<file path="src/rtl/gerador_pulso_pkg.sv">
`default_nettype none
// ============================================================================
// Module      : gerador_pulso_pkg
// Description : Shared state encoding and parameter defaults for the
//               debounced push-button pulse generator.
// Revision    : 1.0 - initial release
// ============================================================================
package gerador_pulso_pkg;

  // Debounce FSM states, 2-bit encoding
  typedef enum logic [1:0] {
    OCIOSO       = 2'd0,
    FILTRA_PRESS = 2'd1,
    PRESSIONADO  = 2'd2,
    FILTRA_SOLTA = 2'd3
  } estado_t;

  localparam int unsigned DEBOUNCE_CYCLES_DEF = 4;
  localparam int unsigned REPEAT_DELAY_DEF    = 8;
  localparam int unsigned REPEAT_PERIOD_DEF   = 3;

  // Wide enough for any 16-bit repeat delay or period
  localparam int unsigned REPEAT_CNT_W = 16;

  // The debounced level is high while the button is considered held,
  // including the release-filtering window.
  function automatic logic nivel_estavel(input estado_t s);
    return (s == PRESSIONADO) || (s == FILTRA_SOLTA);
  endfunction

endpackage : gerador_pulso_pkg
`default_nettype wire

</file>
<file path="src/rtl/sincronizador_2ff.sv">
`default_nettype none
// ============================================================================
// Module      : sincronizador_2ff
// Description : Two-flop synchronizer for the raw push-button level.
//               Asynchronous active-low clear forces both stages to 0.
// Revision    : 1.0 - initial release
// ============================================================================
module sincronizador_2ff (
  input  logic clk,
  input  logic clear,
  input  logic d,
  output logic q
);

  logic meta_q, meta_d;
  logic sync_q, sync_d;

  // Shift the raw level through the two synchronizing stages
  always_comb begin
    meta_d = d;
    sync_d = meta_q;
  end

  // Synchronizer stages with asynchronous clear
  always_ff @(posedge clk or negedge clear) begin
    if (!clear) begin
      meta_q <= 1'b0;
      sync_q <= 1'b0;
    end else begin
      meta_q <= meta_d;
      sync_q <= sync_d;
    end
  end

  assign q = sync_q;

endmodule : sincronizador_2ff
`default_nettype wire

</file>
<file path="src/rtl/gerador_pulso_debounce.sv">
`default_nettype none
// ============================================================================
// Module      : gerador_pulso_debounce
// Description : Debounces a bouncing push-button and emits one registered
//               single-cycle strobe per accepted press (gated by habilita).
//               Optional auto-repeat while held: define
//               GERADOR_PULSO_AUTO_REPEAT_EN.
// Revision    : 1.0 - initial release
// ============================================================================
module gerador_pulso_debounce
  import gerador_pulso_pkg::*;
#(
  parameter int unsigned DEBOUNCE_CYCLES = DEBOUNCE_CYCLES_DEF,
  parameter int unsigned REPEAT_DELAY    = REPEAT_DELAY_DEF,
  parameter int unsigned REPEAT_PERIOD   = REPEAT_PERIOD_DEF
) (
  input  logic clk,
  input  logic clear,
  input  logic botao,
  input  logic habilita,
  output logic pulso,
  output logic estavel
);

  localparam int unsigned      CNT_W    = $clog2(DEBOUNCE_CYCLES) + 1;
  localparam logic [CNT_W-1:0] CNT_LAST = CNT_W'(DEBOUNCE_CYCLES - 1);

  // Parameter legality, evaluated at elaboration
  if ((DEBOUNCE_CYCLES < 2) || (DEBOUNCE_CYCLES > 65535)) begin : g_chk_debounce
    $error("DEBOUNCE_CYCLES must be in 2..65535");
  end
  if ((REPEAT_PERIOD < 2) || (REPEAT_DELAY < 1)) begin : g_chk_repeat
    $error("REPEAT_PERIOD must be >= 2 and REPEAT_DELAY >= 1");
  end

  logic             bot_s;
  estado_t          estado_q, estado_d;
  logic [CNT_W-1:0] cnt_q, cnt_d;
  logic             strobe;
  logic             rep_strobe;
  logic             pulso_q, pulso_d;
  logic             estavel_q, estavel_d;

  sincronizador_2ff u_sync (
    .clk   (clk),
    .clear (clear),
    .d     (botao),
    .q     (bot_s)
  );

`ifdef GERADOR_PULSO_AUTO_REPEAT_EN
  logic [REPEAT_CNT_W-1:0] rep_q, rep_d;
  logic                    rep_fase_q, rep_fase_d;
  logic                    entra_press;
  logic [REPEAT_CNT_W-1:0] rep_alvo;

  // Count hold time in PRESSIONADO: first target is the initial delay,
  // afterwards the repeat period; everything clears whenever we leave.
  always_comb begin
    rep_d       = '0;
    rep_fase_d  = 1'b0;
    rep_strobe  = 1'b0;
    rep_alvo    = rep_fase_q ? REPEAT_CNT_W'(REPEAT_PERIOD) : REPEAT_CNT_W'(REPEAT_DELAY);
    entra_press = bot_s && (((estado_q == FILTRA_PRESS) && (cnt_q == CNT_LAST)) ||
                            (estado_q == FILTRA_SOLTA));
    if ((estado_q == PRESSIONADO) && bot_s) begin
      if (rep_q == rep_alvo) begin
        rep_strobe = 1'b1;
        rep_d      = REPEAT_CNT_W'(1);
        rep_fase_d = 1'b1;
      end else begin
        rep_d      = rep_q + REPEAT_CNT_W'(1);
        rep_fase_d = rep_fase_q;
      end
    end else if (entra_press) begin
      rep_d = REPEAT_CNT_W'(1);
    end
  end

  // Repeat counter registers
  always_ff @(posedge clk or negedge clear) begin
    if (!clear) begin
      rep_q      <= '0;
      rep_fase_q <= 1'b0;
    end else begin
      rep_q      <= rep_d;
      rep_fase_q <= rep_fase_d;
    end
  end
`else
  assign rep_strobe = 1'b0;
`endif

  // Debounce FSM next state, filter counter and internal strobe
  always_comb begin
    estado_d = estado_q;
    cnt_d    = cnt_q;
    strobe   = 1'b0;
    case (estado_q)
      OCIOSO: begin
        if (bot_s) begin
          estado_d = FILTRA_PRESS;
          cnt_d    = CNT_W'(1);
        end else begin
          cnt_d = '0;
        end
      end
      FILTRA_PRESS: begin
        if (!bot_s) begin
          estado_d = OCIOSO;
          cnt_d    = '0;
        end else if (cnt_q == CNT_LAST) begin
          estado_d = PRESSIONADO;
          cnt_d    = '0;
          strobe   = 1'b1;
        end else begin
          cnt_d = cnt_q + CNT_W'(1);
        end
      end
      PRESSIONADO: begin
        if (!bot_s) begin
          estado_d = FILTRA_SOLTA;
          cnt_d    = CNT_W'(1);
        end else begin
          cnt_d  = '0;
          strobe = rep_strobe;
        end
      end
      FILTRA_SOLTA: begin
        if (bot_s) begin
          estado_d = PRESSIONADO;
          cnt_d    = '0;
        end else if (cnt_q == CNT_LAST) begin
          estado_d = OCIOSO;
          cnt_d    = '0;
        end else begin
          cnt_d = cnt_q + CNT_W'(1);
        end
      end
      default: begin
        estado_d = OCIOSO;
        cnt_d    = '0;
      end
    endcase
    pulso_d   = strobe & habilita;
    estavel_d = nivel_estavel(estado_d);
  end

  // State, counter and registered outputs
  always_ff @(posedge clk or negedge clear) begin
    if (!clear) begin
      estado_q  <= OCIOSO;
      cnt_q     <= '0;
      pulso_q   <= 1'b0;
      estavel_q <= 1'b0;
    end else begin
      estado_q  <= estado_d;
      cnt_q     <= cnt_d;
      pulso_q   <= pulso_d;
      estavel_q <= estavel_d;
    end
  end

  assign pulso   = pulso_q;
  assign estavel = estavel_q;

endmodule : gerador_pulso_debounce
`default_nettype wire

</file>
<file path="config.mk">
export PLATFORM = sky130hd
export DESIGN_NAME = gerador_pulso_debounce
export DESIGN_NICKNAME = d
export VERILOG_FILES = /design/src/rtl/gerador_pulso_pkg.sv /design/src/rtl/sincronizador_2ff.sv /design/src/rtl/gerador_pulso_debounce.sv
export SDC_FILE = /design/constraint.sdc
export NUM_CORES = 1
export LEC_CHECK = 0
export BUFFER_PORTS_ARGS = -buffer_cell sky130_fd_sc_hd__buf_2
export CORE_AREA = 5 5 42 44
export CTS_BUF_LIST = sky130_fd_sc_hd__clkbuf_8
export CTS_CLUSTER_DIAMETER = 60
export CTS_CLUSTER_SIZE = 16
export DETAILED_ROUTE_END_ITERATION = 8
export DIE_AREA = 0 0 47 49
export GPL_TIMING_DRIVEN = 0
export SYNTH_ARGS = -nofsm -noshare
export SYNTH_HDL_FRONTEND = slang
export SYNTH_SLANG_ARGS = --single-unit
</file>
<file path="constraint.sdc">
create_clock -name clk -period 1.7 [get_ports clk]
set_input_delay 0.255 -clock clk [delete_from_list [all_inputs] [get_ports clk]]
set_output_delay 0.255 -clock clk [all_outputs]
set_load 0.01 [all_outputs]
</file>
==> reports/qor.yml, run 1 <==
wl_um: 440
portBuffers: 5
antenna_found_initial: 0
grt_overflow_total: 0
r2r_slack_ns: 0.50
path_depth: 3
setup_viol: 0
ys_seq_area_share_pct: 69.57
drive_gt1_share_pct: 35.71
ys_types: 12
grt_pass1_vias: 211
fillCellCount: 157
route.detailed.drc: 0
syn_area_per_cell_um2: 15.15
cts_tree: "built"
clkSlewWorstSetupHoldPaths_ns: 0.04
worst_setup_path_start_kind: "flop"
critPathRequiredTime_ns: 1.80
instances_no_fill: 44
rr_endpoint: "estado_q[1]$_DFF_PN0_"
min-delay-start: "botao"
io_pins: 6
hp-class: "input pin to flop"
fin_crit_ns: 1.197
ys_seq_elements: 8
leakage_nw: 0.1806
dp_hpwl_um: 368.1
synth_nets: 24
rsz0062_at_grt: "false"
start_util_pct: 20.54
outcome: "complete, no violations"
dp_slack_ns: 0.5148
grt_start_max_net_pins: 9
coreArea_um2: 1401
finClkSkew_ns: 0.001089
relSlewSlack_pct: 76.95
vias: 186
dieWidth_um: 47
synth_area_leader_cell: "dfrtp_1"
wl_per_cell_um: 10.00
path_class: "flop to flop"
max_cap_violations: 0
clock_path_buffers: 2
clock_latency_ns: 0.22
htree_levels: 1
synth_area_leaders: "dfrtp_1 70%, nor4b_2 5.2%, ha_1 4.3%, mux2_2 3.9%, and3b_1 3.0%"
syn_inst: 19
diodes: 0
finalCritPeriodShare_pct: 70.42
path_max_fanout: 3
max-vdd-ir-drop_mv: 0.6016
vias_per_cell: 4.227
syn_area_um2: 287.8
tightest_slew_ns: 0.3432
final_cell_mix: "8 x dfrtp_1, 5 x buf_2, 3 x clkbuf_8"
fin_nets: 35
p_per_area_nw_per_um2: 1560
hold_violations: 0
drt-initial-drc-count: 0
rr_worst_depth: 3
die_h_um: 49
synth_top_area_share_pct: 69.57
crit_slowest_cell: "dfrtp_1"
num_rows: 14
fmax_mhz: 835.3
crit_buf_inv: 0
fin_ws_ns: 0.5028
syn2layout_area_growth_pct: 33.48
crit_family: "flip-flops"
first_pass_iters: 1
rr_startpoint: "cnt_q[0]$_DFF_PN0_"
grt_pass1_wl_um: 765
clock-sinks: 8
fin_setup_tns_ns: 0
cts-root-buf: "clkbuf_8"
startpoint: "cnt_q[0]$_DFF_PN0_"
gp_routability_congestion: 0.6663
layout_commonest_cell: "dfrtp_1"
cts_buffers: 3
antenna_left: 0
cp_slowest_stage_delay_ns: 0.37
dp.cells: 40
dieArea_um2: 2303
grtUsageTotal_pct: 5.188
slew_viol_final: 0
cp.arrival_ns: 1.30
path_cells: "ha_1 > nand3b_1 > mux2_2"
critPathCaptureType: "flop"
endpoint: "estado_q[1]$_DFF_PN0_"
yosysWarnings: 0
==> metrics by stage <==
stage          hold slack (ns)  total power, mW  utilization (%)  cell area (um2)
2_1_floorplan         -0.04059           0.3473                -            287.8
3_3_place_gp           0.09227           0.3753            23.75            332.8
3_5_place_dp           0.09893           0.3875            23.75            332.8
4_1_cts                 0.1399           0.6128            27.41            384.1
5_1_grt                 0.1332           0.6474            27.41            384.1
6_report                0.1435           0.5991            27.41            384.1
==> kinds of logic after synthesis <==
| logic type | Yosys count | synth area share (%) |
|---|---|---|
| simple gates | 5 | 13.91 |
| fa+ha+maj | 1 | 4.347 |
| mux | 1 | 3.913 |
| xor+xnor | 1 | 3.044 |
| compound gates | 2 | 3.913 |
| flops | 8 | 69.56 |
| buf+inv | 1 | 1.303 |
==> sequential cells by signal, summed over array words and instances, names as in the netlist <==
name and cells:
cnt_q 3, estado_q 2, pulso 1, u_sync.meta_q 1
u_sync.q 1
==> worst reg2reg max path, cell delays in order, from the launching register on <==
cell      delay [ns]
dfrtp_1         0.37
ha_1            0.24
nand3b_1        0.13
mux2_2          0.34
==> synth_stat cells (all sizes together) <==
master,instances
mux2,1
nand3b,1
nor4b,1
ha,1
dfrtp,8
a21oi,1
xnor2,1
nor3,1
and3b,1
nand2,1
inv,1
a31oi,1
==> repair_timing <==
action                                 4_1_cts  5_1_grt
resized for setup                            0        0
endpoints found under the hold margin        8        0
hold buffers                                 1        0
buffers inserted                             0        0
==> worst min-delay path by stage <==
stage / endpoint / slack, ns / cells past startpoint
floorplan: cnt_q[0]$_DFF_PN0_ / -0.04 / 0
global placement: cnt_q[2]$_DFF_PN0_ / 0.09 / 1
detailed placement: cnt_q[0]$_DFF_PN0_ / 0.1 / 1
CTS: u_sync.meta_q$_DFF_PN0_ / 0.14 / 1
global route: u_sync.meta_q$_DFF_PN0_ / 0.13 / 1
finish: u_sync.meta_q$_DFF_PN0_ / 0.14 / 1
==> cell type report <==
cell class,count,area [um2],share of cell area [%]
clock buffer,3,41.29,10.75
inverter,1,3.754,0.9772
multi-input combinational,10,83.83,21.82
sequential,8,200.2,52.12
tap,16,20.02,5.212
timing repair buffer,6,35.03,9.121
==> power by group <==
group / switching (mW) / internal, mW
combinational: 0.0494 / 0.0560
clock: 0.0656 / 0.153
sequential: 0.0355 / 0.240
==> routing by layer <==
| layer | GRT usage [%] | routed length, um | vias up |
|---|---|---|---|
| li1 | - | - | 84 |
| met1 | 3.846 | 150 | 90 |
| met2 | 7.919 | 218 | 9 |
| met3 | 2.214 | 42 | 3 |
| met4 | 6.912 | 28 | 0 |
| met5 | 0 | 0 | - |
No activity file was read; power rests on OpenSTA's default activity.
==> inputs of run 2 (changes only) <==
==> constraint.sdc (replaced) <==
create_clock -name clk -period 1.2 [get_ports clk]
set_input_delay 0.18 -clock clk [delete_from_list [all_inputs] [get_ports clk]]
set_output_delay 0.18 -clock clk [all_outputs]
set_load 0.01 [all_outputs]
==> run 2 against run 1 <==
  * Global-route usage increased by 0.071 points
  * Combinational power grew 46%
  * Routed wire length up 0.23%
  * Non-clock buffer count did not move
  * Core utilization is 0.18 points higher
  * Clock power increased by 42%
  * Flip-flop and latch count did not move
  * Total power increased by 42%
  * Largest power group unchanged
  * Highest routed layer unchanged
==> reports/qor.yml, run 2 (same netlist as run 1, synthesis figures left out) <==
outcome: "complete, no violations"  # unchanged
gp_routability_congestion: 0.6663  # unchanged
clock-sinks: 8  # unchanged
die_h_um: 49  # unchanged
cts-root-buf: "clkbuf_8"  # unchanged
fin_setup_tns_ns: 0  # unchanged
instances_no_fill: 44  # unchanged
fmax_mhz: 864.1  # was 835.3 MHz
route.detailed.drc: 0  # unchanged
crit_buf_inv: 0  # unchanged
dieArea_um2: 2303  # unchanged
slew_viol_final: 0  # unchanged
leakage_nw: 0.1784  # was 0.1806 nW
relSlewSlack_pct: 76.92  # was 76.95%
dieWidth_um: 47  # unchanged
largest_reg_flops: 3  # unchanged
path_max_fanout: 3  # unchanged
wl_per_cell_um: 10.02  # was 10.00 um
clock_latency_ns: 0.22  # about the same
cts_tree: "built"  # unchanged
final_cell_mix: "8 x dfrtp_1, 5 x buf_2, 3 x clkbuf_8"  # unchanged
diodes: 0  # unchanged
vias: 185  # was 186
path_class: "flop to flop"  # unchanged
p_per_area_nw_per_um2: 2205  # was 1560 nW/um2
start_util_pct: 20.54  # unchanged
cts_setup_buffers: 0  # unchanged
grt_pass1_vias: 210  # was 211
finalCritPeriodShare_pct: 96.44  # was 70.42%
htree_levels: 1  # unchanged
grt_overflow_total: 0  # unchanged
grt_pass1_wl_um: 779  # was 765 um
fin_nets: 35  # unchanged
cp.arrival_ns: 1.26  # was 1.30 ns
io_pins: 6  # unchanged
num_rows: 14  # unchanged
first_pass_iters: 1  # unchanged
clkSlewWorstSetupHoldPaths_ns: 0.04  # about the same
portBuffers: 5  # unchanged
cp_slowest_stage_delay_ns: 0.37  # about the same
wl_um: 441  # was 440 um
max-vdd-ir-drop_mv: 0.8222  # was 0.6016 mV
hp-class: "input pin to flop"  # unchanged
path_cells: "ha_2 > nand3b_1 > mux2_2"  # was ha_1 > nand3b_1 > mux2_2
largest_register: "cnt_q"  # unchanged
worst_setup_path_start_kind: "flop"  # unchanged
vias_per_cell: 4.205  # was 4.227
max_cap_violations: 0  # unchanged
tightest_slew_ns: 0.3437  # was 0.3432 ns
crit_family: "flip-flops"  # unchanged
grt_start_max_net_pins: 9  # unchanged
syn2layout_area_growth_pct: 34.35  # was 33.48%
cts_buffers: 3  # unchanged
fin_crit_ns: 1.157  # was 1.197 ns
drive_gt1_share_pct: 39.29  # was 35.71%
critPathCaptureType: "flop"  # unchanged
finClkSkew_ns: 0.001089  # about the same
coreArea_um2: 1401  # unchanged
antenna_left: 0  # unchanged
drt-initial-drc-count: 0  # unchanged
rsz0062_at_grt: "false"  # unchanged
hold_violations: 0  # unchanged
setup_viol: 0  # unchanged
crit_slowest_cell: "dfrtp_1"  # unchanged
antenna_found_initial: 0  # unchanged
grtUsageTotal_pct: 5.259  # was 5.188%
dp.cells: 40  # unchanged
dp_hpwl_um: 368.1  # unchanged
layout_commonest_cell: "dfrtp_1"  # unchanged
clock_path_buffers: 2  # unchanged
largestRegisters: "cnt_q (3), estado_q (2)"  # unchanged
critPathRequiredTime_ns: 1.30  # was 1.80 ns
-- run 2: worst paths after layout --
check	from	end	slack (ns)	cells past startpoint
max	cnt_q[0]$_DFF_PN0_	estado_q[1]$_DFF_PN0_	0.04	3
max in group asynchronous	clear	u_sync.q$_DFF_PN0_	0.73	2
min	botao	u_sync.meta_q$_DFF_PN0_	0.07	1
max reg2reg	cnt_q[0]$_DFF_PN0_	estado_q[1]$_DFF_PN0_	0.04	3
min reg2reg	u_sync.meta_q$_DFF_PN0_	u_sync.q$_DFF_PN0_	0.35	0
min in group asynchronous	clear	cnt_q[0]$_DFF_PN0_	0.32	2
-- run 2: layout make-up --
type | count | area, um2
fill | 156 | 1015
tap | 16 | 20.02
multi-input combinational | 10 | 86.33
clock buffer | 3 | 41.29
inverter | 1 | 3.754
sequential | 8 | 200.2
timing repair buffer | 6 | 35.03
-- run 2: worst reg2reg max path: stages, from the launching register on --
cell and delay, ns:
dfrtp_1 0.37, ha_2 0.21, nand3b_1 0.12, mux2_2 0.34
-- run 2: layer usage --
metal / vias to the layer above / share of wire (%) / track usage [%]
li1: 84 / - / -
met1: 89 / 34 / 4.072
met2: 9 / 49 / 7.919
met3: 3 / 9.5 / 2.214
met4: 0 / 6.3 / 6.912
met5: - / 0 / 0
-- run 2: power breakdown --
group / switching [mW] / internal (mW)
registers: 0.0511 / 0.340
logic: 0.0703 / 0.0823
clock network: 0.0928 / 0.216
total: 0.214 / 0.638
-- run 2: what timing repair did --
action / CTS / global route
setup endpoints to repair: 1 / 0
hold buffers: 1 / 0
endpoints found under the hold margin: 8 / 0
resized for setup: 1 / 0
-- run 2: stage by stage --
stage	hold WS [ns]	area (um2)	utilization, %	setup WS (ns)	power (mW)
after floorplan	-0.1156	287.8	-	0.06270	0.4919
after global placement	0.01727	332.8	23.75	0.02492	0.5317
after detailed placement	0.02393	332.8	23.75	0.01482	0.5490
after CTS	0.06488	386.6	27.59	0.03927	0.8726
after global routing	0.05822	386.6	27.59	0.002313	0.9222
final	0.06856	386.6	27.59	0.04267	0.8527
